$ cat config.mk
export PLATFORM = sky130hd
export DESIGN_NAME = uart_tx_ctrl
export DESIGN_NICKNAME = d
export VERILOG_FILES = /design/src/rtl/uart_tx_ctrl.sv
export SDC_FILE = /design/constraint.sdc
export NUM_CORES = 1
export LEC_CHECK = 0
export CAP_MARGIN = 40
export CORE_UTILIZATION = 35
export DETAILED_ROUTE_END_ITERATION = 8
export PLACE_DENSITY = 0.56
export SYNTH_ARGS = -nofsm -noshare
export SYNTH_HDL_FRONTEND = slang
export SYNTH_SLANG_ARGS = --single-unit
$ cat constraint.sdc
create_clock -name CLK -period 3.5 [get_ports CLK]
set_clock_uncertainty 0.05 [all_clocks]
set_input_delay 0.7 -clock CLK [delete_from_list [all_inputs] [get_ports CLK]]
set_output_delay 0.7 -clock CLK [all_outputs]
set_load 0.1 [all_outputs]
$ cat src/rtl/uart_tx_ctrl.sv
// UART transmit controller: frames a parallel word as start, LSB-first data, optional parity
// and stop bits, one bit per clock, with back-to-back frames accepted from the stop state.
module uart_tx_ctrl #(
    parameter int unsigned DATA_WIDTH = 8
) (
    input  logic                  CLK,
    input  logic                  RST,
    input  logic [DATA_WIDTH-1:0] P_DATA,
    input  logic                  Data_valid,
    input  logic                  PAR_EN,
    input  logic                  par_bit,
    output logic                  TX_OUT,
    output logic                  busy
);

    localparam int unsigned CNT_W = (DATA_WIDTH > 1) ? $clog2(DATA_WIDTH) : 1;
    localparam logic [CNT_W-1:0] LAST_BIT = CNT_W'(DATA_WIDTH - 1);

    typedef enum logic [2:0] {
        StIdle,
        StStart,
        StData,
        StParity,
        StStop
    } state_e;

    state_e                  r_state;
    logic [CNT_W-1:0]        r_bit_cnt;
    logic [DATA_WIDTH-1:0]   r_data;
    logic                    r_par;
    logic                    r_par_en;
    logic                    r_tx;
    logic                    r_busy;
    logic                    w_accept;

    assign w_accept = Data_valid && ((r_state == StIdle) || (r_state == StStop));

    always_ff @(posedge CLK) begin
        if (RST) begin
            r_state   <= StIdle;
            r_bit_cnt <= '0;
            r_data    <= '0;
            r_par     <= 1'b0;
            r_par_en  <= 1'b0;
            r_tx      <= 1'b1;
            r_busy    <= 1'b0;
        end else begin
            // Line and busy are registered from the state held this cycle, so they trail the
            // state by one edge and the start bit appears the edge after accept.
            case (r_state)
                StIdle:   r_tx <= 1'b1;
                StStart:  r_tx <= 1'b0;
                StData:   r_tx <= r_data[r_bit_cnt];
                StParity: r_tx <= r_par;
                StStop:   r_tx <= 1'b1;
                default:  r_tx <= 1'b1;
            endcase
            r_busy <= (r_state != StIdle);

            if (w_accept) begin
                r_data   <= P_DATA;
                r_par    <= par_bit;
                r_par_en <= PAR_EN;
            end

            case (r_state)
                StIdle: begin
                    if (w_accept) r_state <= StStart;
                end
                StStart: begin
                    r_state   <= StData;
                    r_bit_cnt <= '0;
                end
                StData: begin
                    if (r_bit_cnt == LAST_BIT) begin
                        r_state <= r_par_en ? StParity : StStop;
                    end else begin
                        r_bit_cnt <= r_bit_cnt + 1'b1;
                    end
                end
                StParity: r_state <= StStop;
                StStop:   r_state <= w_accept ? StStart : StIdle;
                default:  r_state <= StIdle;
            endcase
        end
    end

    assign TX_OUT = r_tx;
    assign busy   = r_busy;

endmodule

==> metrics, run 1 <==
commonest non-fill, non-tap cells in the layout nor2_1 (19), dfxtp_1 (18), clkdlybuf4s50_1 (14), mux2i_1 (11); largest net degree at the start of global routing 18; register bit total from synthesis 18; kind of critical path flip-flop to output port; wire per inst 12.3 um; YS warnings 0; Worst EP required 2750 ps; power share of the combinational group 0.322; switching share of power 0.337; Pwr Density 518 nW/um2; CTS tree yes; Final Routed Wirelength 1.57 mm; Design Power 0.529 mW; share of layout cells above drive strength 1 0.0800; die width 50.6 um; Synthesized Nets 102; post-synthesis cell count 87; ANT cells 0; clock share of power 0.190; Setup TNS Final 0 ps; First-pass DRT Iterations 4; setup repair bufs after CTS 0; Final setup viols 0; internal power 0.351 mW; Peak VDD IR 0.274 mV; # port buffers 14; Worst EP arrival 1350 ps; # IOs 15; RePlAce Congestion 0.722; clock sinks 18; Die H 50.6 um; Syn Area/Cell 9.52 um2; clk_lat worst skew 290 ps; Final Hold Vio Count 0; Seq pwr share 0.488; Finished Core Util 0.462; commonest non-fill, non-tap cell in the layout nor2_1; clock root buffer clkbuf_4; critical path startpoint category flip-flop; Clock Path Buffers 2; Cell Rows 17; Fillers 228; number of antenna violations at the first check in global routing 0; status completed; Max-slew headroom 0.577; Final HPWL DP 1.19 mm; CP Capture Type output port; starting density of the core 0.374; synth-to-layout area growth 23.3%; initial DRC count 18; Final period util 0.599; max cap viols 0; final critical-path setup slack 1400 ps; clock-pin slew on the worst setup and hold paths 100 ps; DRC violations left 0; Via density 5.07; global-route wire length before repair 2.57 mm; hold_buf cts 0; number of flops mapped to enable cells by yosys 0; H-tree levels 1; worst hold path type flip-flop to flip-flop; number of global-route vias before repair 577; Critical Path, Cell by Cell clkdlybuf4s50_1 -> buf_8; Switch Pwr 0.178 mW; NumNets Final 117; Slew Limit Fails 0; Overflow after GRT 0; Tightest Pin Transition 635 ps; Mapped Area 828 um2; Setup WS pre-CTS 1160 ps; worst hold slack 455 ps; Async SR Flop Fraction 0; vias 649; LEAKAGE 0.402 nW; Final ANT Viol Nets 0; prevailing post-synth register cell dfxtp_1; crit path time final 2100 ps; RSZ-0062 raised after global routing false; sequential area share after synthesis 0.435; GR Util All Layers 0.140; delay of the slowest critical-path stage 510 ps; post_cts resized 0; CP max-delay cell clkdlybuf4s50_1; core area 2210 um2; CTS Buf Count 3; die area 2560 um2; fmax 477 MHz; Max FO, Critical Path 1; Synth cell types 26
final timing paths:
path | end | slack, ps | depth (start not counted) | start
max | TX_OUT | 1400 | 2 | TX_OUT
min | r_data[1] | 450 | 2 | r_data[1]
max reg2reg | r_state[2] | 1780 | 6 | r_bit_cnt[0]
min reg2reg | r_data[1] | 450 | 2 | r_data[1]
logic make-up after synthesis:
logic type,count (synthesis),share of synthesized area
buf+inv,10,0.0604
simple gates,25,0.128
flops,18,0.435
fa+ha+maj,2,0.0302
mux,14,0.187
compound gates,18,0.159
metrics by stage:
step,std cells,cell area [um2]
2_1_floorplan,87,828
3_3_place_gp,123,968
3_5_place_dp,125,998
4_1_cts,128,1020
5_1_grt,128,1020
6_report,128,1020
state kept, by name, indices dropped and copies added (netlist names):
name / flops
TX_OUT: 1
busy: 1
r_bit_cnt: 3
r_data: 8
r_par: 1
r_par_en: 1
r_state: 3
worst max-delay path, delay by kind of cell (launching register included):
family	cells	cell delay, ps
flip-flops	1	340
buffers and inverters	2	710
power groups by stage:
stage	sequential, mW	combinational (mW)	clock [mW]
3_5_place_dp	0.264	0.172	0
4_1_cts	0.259	0.172	0.104
3_3_place_gp	0.263	0.155	0
6_report	0.258	0.170	0.100
5_1_grt	0.263	0.185	0.112
2_1_floorplan	0.280	0.106	0
layer usage:
| metal | vias up | GRT usage | share of wire |
|---|---|---|---|
| met5 | - | 0 | 0 |
| met4 | 0 | 0.0556 | 0.010 |
| met3 | 2 | 0.0545 | 0.046 |
| met2 | 14 | 0.231 | 0.50 |
| met1 | 294 | 0.160 | 0.44 |
| li1 | 339 | - | - |
cell usage after synthesis (2+ instances only):
master / number / area, um2
ha_1: 2 / 25.0
dfxtp_1: 18 / 360
a22oi_1: 3 / 22.5
nor3_1: 2 / 10.0
inv_1: 4 / 15.0
a21oi_1: 4 / 20.0
a22o_1: 2 / 17.5
nand2b_1: 3 / 18.8
clkbuf_1: 3 / 11.3
nor2_1: 19 / 71.3
mux2i_1: 11 / 110
mux2_2: 2 / 22.5
cell type report:
class	count	area [um2]	area share
clock buffer	3	22.5	0.0221
inverter	4	15.0	0.0147
multi-input combinational	59	418	0.409
sequential	18	360	0.353
tap	28	35.0	0.0343
timing repair buffer	16	170	0.167
Note: power is estimated with default switching activity, not from simulation.
==> inputs of run 2 (changes only) <==
clock period = 2.2 ns   (was 3.5 ns; I/O delays follow)
==> metrics, run 2 (synthesis gave the netlist of run 1 again) <==
status completed; Crit path max-delay family compound AO/OA/AOI/OAI gates; vias 657; Biggest register r_data; Switch Pwr 0.275 mW; Max-slew headroom 0.750; Final setup viols 0; max cap viols 0; clock-pin slew on the worst setup and hold paths 90 ps; Final period util 0.749; ANT cells 0; internal power 0.542 mW; clock root buffer clkbuf_4; met1 Track Usage GR 0.162; number of antenna violations at the first check in global routing 0; final critical-path setup slack 552 ps; CTS tree yes; switching share of power 0.337; largest net degree at the start of global routing 14; Slew Limit Fails 0; # port buffers 14; LEAKAGE 0.398 nW; power share of the combinational group 0.307; core area 2210 um2; commonest non-fill, non-tap cell in the layout nor2_1; GR Util All Layers 0.137; Via density 5.13; commonest non-fill, non-tap cells in the layout nor2_1 (19), dfxtp_1 (18), clkdlybuf4s50_1 (12), mux2i_1 (11); die area 2560 um2; clock sinks 18; Critical Path, Cell by Cell mux2_2 -> o311ai_1 -> a311oi_1 -> a311o_1; max reg flops 8; Largest regs r_data x8, r_bit_cnt x3, r_state x3; clock share of power 0.191; synth-to-layout area growth 20.8%; worst hold path type flip-flop to flip-flop; number of global-route vias before repair 592; Seq pwr share 0.502; Final ANT Viol Nets 0; crit path time final 1650 ps; Setup TNS Final 0 ps; First-pass DRT Iterations 4; setup repair bufs after CTS 0; # IOs 15; global-route wire length before repair 2.55 mm; NumNets Final 117; RePlAce Congestion 0.729; Peak VDD IR 0.509 mV; share of layout cells above drive strength 1 0.100; fmax 607 MHz; Cell Rows 17; Final Hold Vio Count 0; Final HPWL DP 1.10 mm; CTS Buf Count 3; hold_buf cts 0; Die H 50.6 um; critical path startpoint category flip-flop; wire per inst 11.5 um; initial DRC count 7; Setup WS pre-CTS 460 ps; Final Routed Wirelength 1.48 mm; busiest grt layer met2; H-tree levels 1; CP Capture Type flip-flop; Max FO, Critical Path 6; Pwr Density 816 nW/um2; Worst EP arrival 1780 ps; Tightest Pin Transition 375 ps; starting density of the core 0.374; Buf+Inv Stages, Crit Path 0; DRC violations left 0; met3 usage 0.0545; post_cts resized 0; clk_lat worst skew 290 ps; Clock Path Buffers 2; kind of critical path flip-flop to flip-flop; Overflow after GRT 0; CP max-delay cell dfxtp_1; Fillers 231; Worst EP required 2330 ps; RSZ-0062 raised after global routing false; die width 50.6 um; met2 usage 0.211; delay of the slowest critical-path stage 480 ps
run 2: area by class of cell:
type                       instances  area, um2  share of cell area
clock buffer                       3       22.5              0.0225
inverter                           4       15.0              0.0150
multi-input combinational         59        418               0.418
sequential                        18        360               0.360
tap                               28       35.0              0.0350
timing repair buffer              16        150               0.150
run 2: per-layer routing:
layer,vias to the layer above,share of wire,routed length (um)
li1,338,-,-
met1,303,0.50,732
met2,11,0.44,657
met3,5,0.040,59
met4,0,0.019,28
met5,-,0,0
run 2: through the flow:
stage | hold WS [ps] | power [mW] | utilization | cells | cell area, um2
2_1_floorplan | 400 | 0.614 | - | 87 | 828
5_1_grt | 458 | 0.872 | 0.452 | 128 | 1000
4_1_cts | 444 | 0.828 | 0.452 | 128 | 1000
3_5_place_dp | 425 | 0.670 | 0.442 | 125 | 978
3_3_place_gp | 419 | 0.669 | 0.442 | 125 | 978
6_report | 445 | 0.817 | 0.452 | 128 | 1000
run 2: power by group through the flow:
stage	registers [mW]	clock network, mW	logic, mW
floorplan	0.445	0	0.169
global placement	0.418	0	0.251
detailed placement	0.418	0	0.252
CTS	0.411	0.164	0.253
global route	0.417	0.183	0.273
finish	0.411	0.156	0.251
run 2: worst register-to-register path: stages, from the launching register on:
cell	delay (ps)
dfxtp_1	480
mux2_2	380
o311ai_1	230
a311oi_1	80
a311o_1	330
run 2: final timing paths:
check                             startpoint    endpoint  slack [ps]  depth (start not counted)
worst min register to register      r_par_en  r_state[2]         440                          1
worst max-delay path            r_bit_cnt[0]      TX_OUT         550                          4
worst min-delay path                r_par_en  r_state[2]         440                          1
worst max register to register  r_bit_cnt[0]      TX_OUT         550                          4
==> inputs of run 3 (changes only) <==
PLACE_DENSITY = 0.58   (was 0.56)
clock period = 1.36 ns   (was 2.2 ns; I/O delays follow)
==> metrics, run 3 (synthesis gave the netlist of run 1 again) <==
status finished, violations left; failing checks negative setup slack; number of global-route vias before repair 751; Max-slew headroom 0.775; clock-pin slew on the worst setup and hold paths 100 ps; met2 usage 0.284; CTS tree yes; Final period util 1.08; Worst EP required 1500 ps; initial DRC count 13; Via density 5.16; Final Routed Wirelength 1.77 mm; Crit path max-delay family compound AO/OA/AOI/OAI gates; DRC violations left 0; Setup TNS Final -501 ps; busiest grt layer met2; Final ANT Viol Nets 0; GR Util All Layers 0.169; Final Hold Vio Count 0; share of layout cells above drive strength 1 0.310; clock sinks 18; critical path startpoint category flip-flop; wire per inst 12.5 um; met1 Track Usage GR 0.195; commonest non-fill, non-tap cells in the layout nor2_1 (18), dfxtp_1 (15), buf_4 (13), clkdlybuf4s50_1 (12), mux2i_1 (11); Tightest Pin Transition 330 ps; met3 usage 0.0303; Design Power 1.55 mW; Largest regs r_data x8, r_bit_cnt x3, r_state x3; Die H 50.6 um; worst hold path type flip-flop to flip-flop; Slew Limit Fails 0; Switch Pwr 0.509 mW; Final setup viols 7; RSZ-0062 raised after global routing true; clock root buffer clkbuf_4; crit path time final 1470 ps; largest net degree at the start of global routing 12; fmax 679 MHz; Biggest register r_data; max cap viols 0; die area 2560 um2; ANT cells 0; Peak VDD IR 0.674 mV; switching share of power 0.328; vias 727; Finished Core Util 0.539; Worst EP arrival 1620 ps; NumNets Final 129; Clock Path Buffers 2; global-route wire length before repair 3.16 mm; Hold Crit Start r_data[0]; First-pass DRT Iterations 4; RePlAce Congestion 0.756; LEAKAGE 0.477 nW; Overflow after GRT 0; delay of the slowest critical-path stage 390 ps; max reg flops 8; Buf+Inv Stages, Crit Path 0; Cell Rows 17; CTS Buf Count 3; CP max-delay cell dfxtp_4; power share of the combinational group 0.358; core area 2210 um2; Final HPWL DP 1.37 mm; Pwr Density 1300 nW/um2; clock share of power 0.215; die width 50.6 um; final critical-path setup slack -112 ps; clk_lat worst skew 300 ps; internal power 1.04 mW; H-tree levels 1; # IOs 15; synth-to-layout area growth 44.0%; crit path from r_bit_cnt[0]; worst reg2reg startpoint r_bit_cnt[0]; CP Capture Type flip-flop; # port buffers 14; kind of critical path flip-flop to flip-flop; commonest non-fill, non-tap cell in the layout nor2_1; Critical Path, Cell by Cell mux2_2 -> o311ai_2 -> a311oi_1 -> a311o_1; Seq pwr share 0.427; Fillers 206; number of antenna violations at the first check in global routing 0; Max FO, Critical Path 5; starting density of the core 0.374
run 3: changes by cell type in the layout (fill, tap and decap cells not counted), moves of 2 or more:
cell / before / now
buf_4: 4 / 13
buf_12: 0 / 3
dfxtp_1: 18 / 15
dfxtp_2: 0 / 2
ha_1: 2 / 0
run 3: metal layers:
metal	vias up	routed length, um
met5	-	0
met4	0	34
met3	3	66
met2	20	916
met1	344	748
li1	360	-
run 3: final timing paths:
kind                                   to  slack, ps  depth (start not counted)
worst max register to register     TX_OUT       -110                          4
worst min register to register  r_data[0]        450                          2
worst max-delay path               TX_OUT       -110                          4
worst min-delay path            r_data[0]        450                          2
run 3: power groups by stage:
stage / Combinational, mW / Sequential [mW] / Clock (mW)
floorplan: 0.274 / 0.722 / 0
global placement: 0.524 / 0.669 / 0
detailed placement: 0.536 / 0.671 / 0
CTS: 0.544 / 0.663 / 0.350
global route: 0.604 / 0.676 / 0.371
finish: 0.556 / 0.664 / 0.334
run 3: what timing repair did:
item                                    CTS  global route
endpoints found under the setup margin    9            17
setup buffers                             0             1
gates cloned                              0             0
hold endpoints to repair                  0             0
resized for setup                         5             5
hold buffers                              0             0
pin swaps                                 4             5
run 3: worst min-delay path: cells and delay by family (launching register included):
family,cells,cell delay (ps)
muxes,1,60
DFF,1,340
and+or+nand+nor,1,70
run 3: stage by stage:
step / std cells / hold WS, ps / cell area, um2 / setup slack [ps]
after detailed placement: 136 / 431 / 1110 / -198
after floorplan: 87 / 369 / 836 / -57.4
final: 141 / 454 / 1190 / -112
after global routing: 141 / 479 / 1190 / -168
after global placement: 136 / 422 / 1110 / -143
after CTS: 140 / 459 / 1170 / -143
run 3: layout make-up:
class                           count  area, um2  share of cell area
Clock buffer                        4       36.3              0.0304
Tap cell                           28       35.0              0.0294
Multi-Input combinational cell     59        462               0.387
Timing Repair Buffer               28        278               0.233
Inverter                            4       15.0              0.0126
Sequential cell                    18        367               0.307
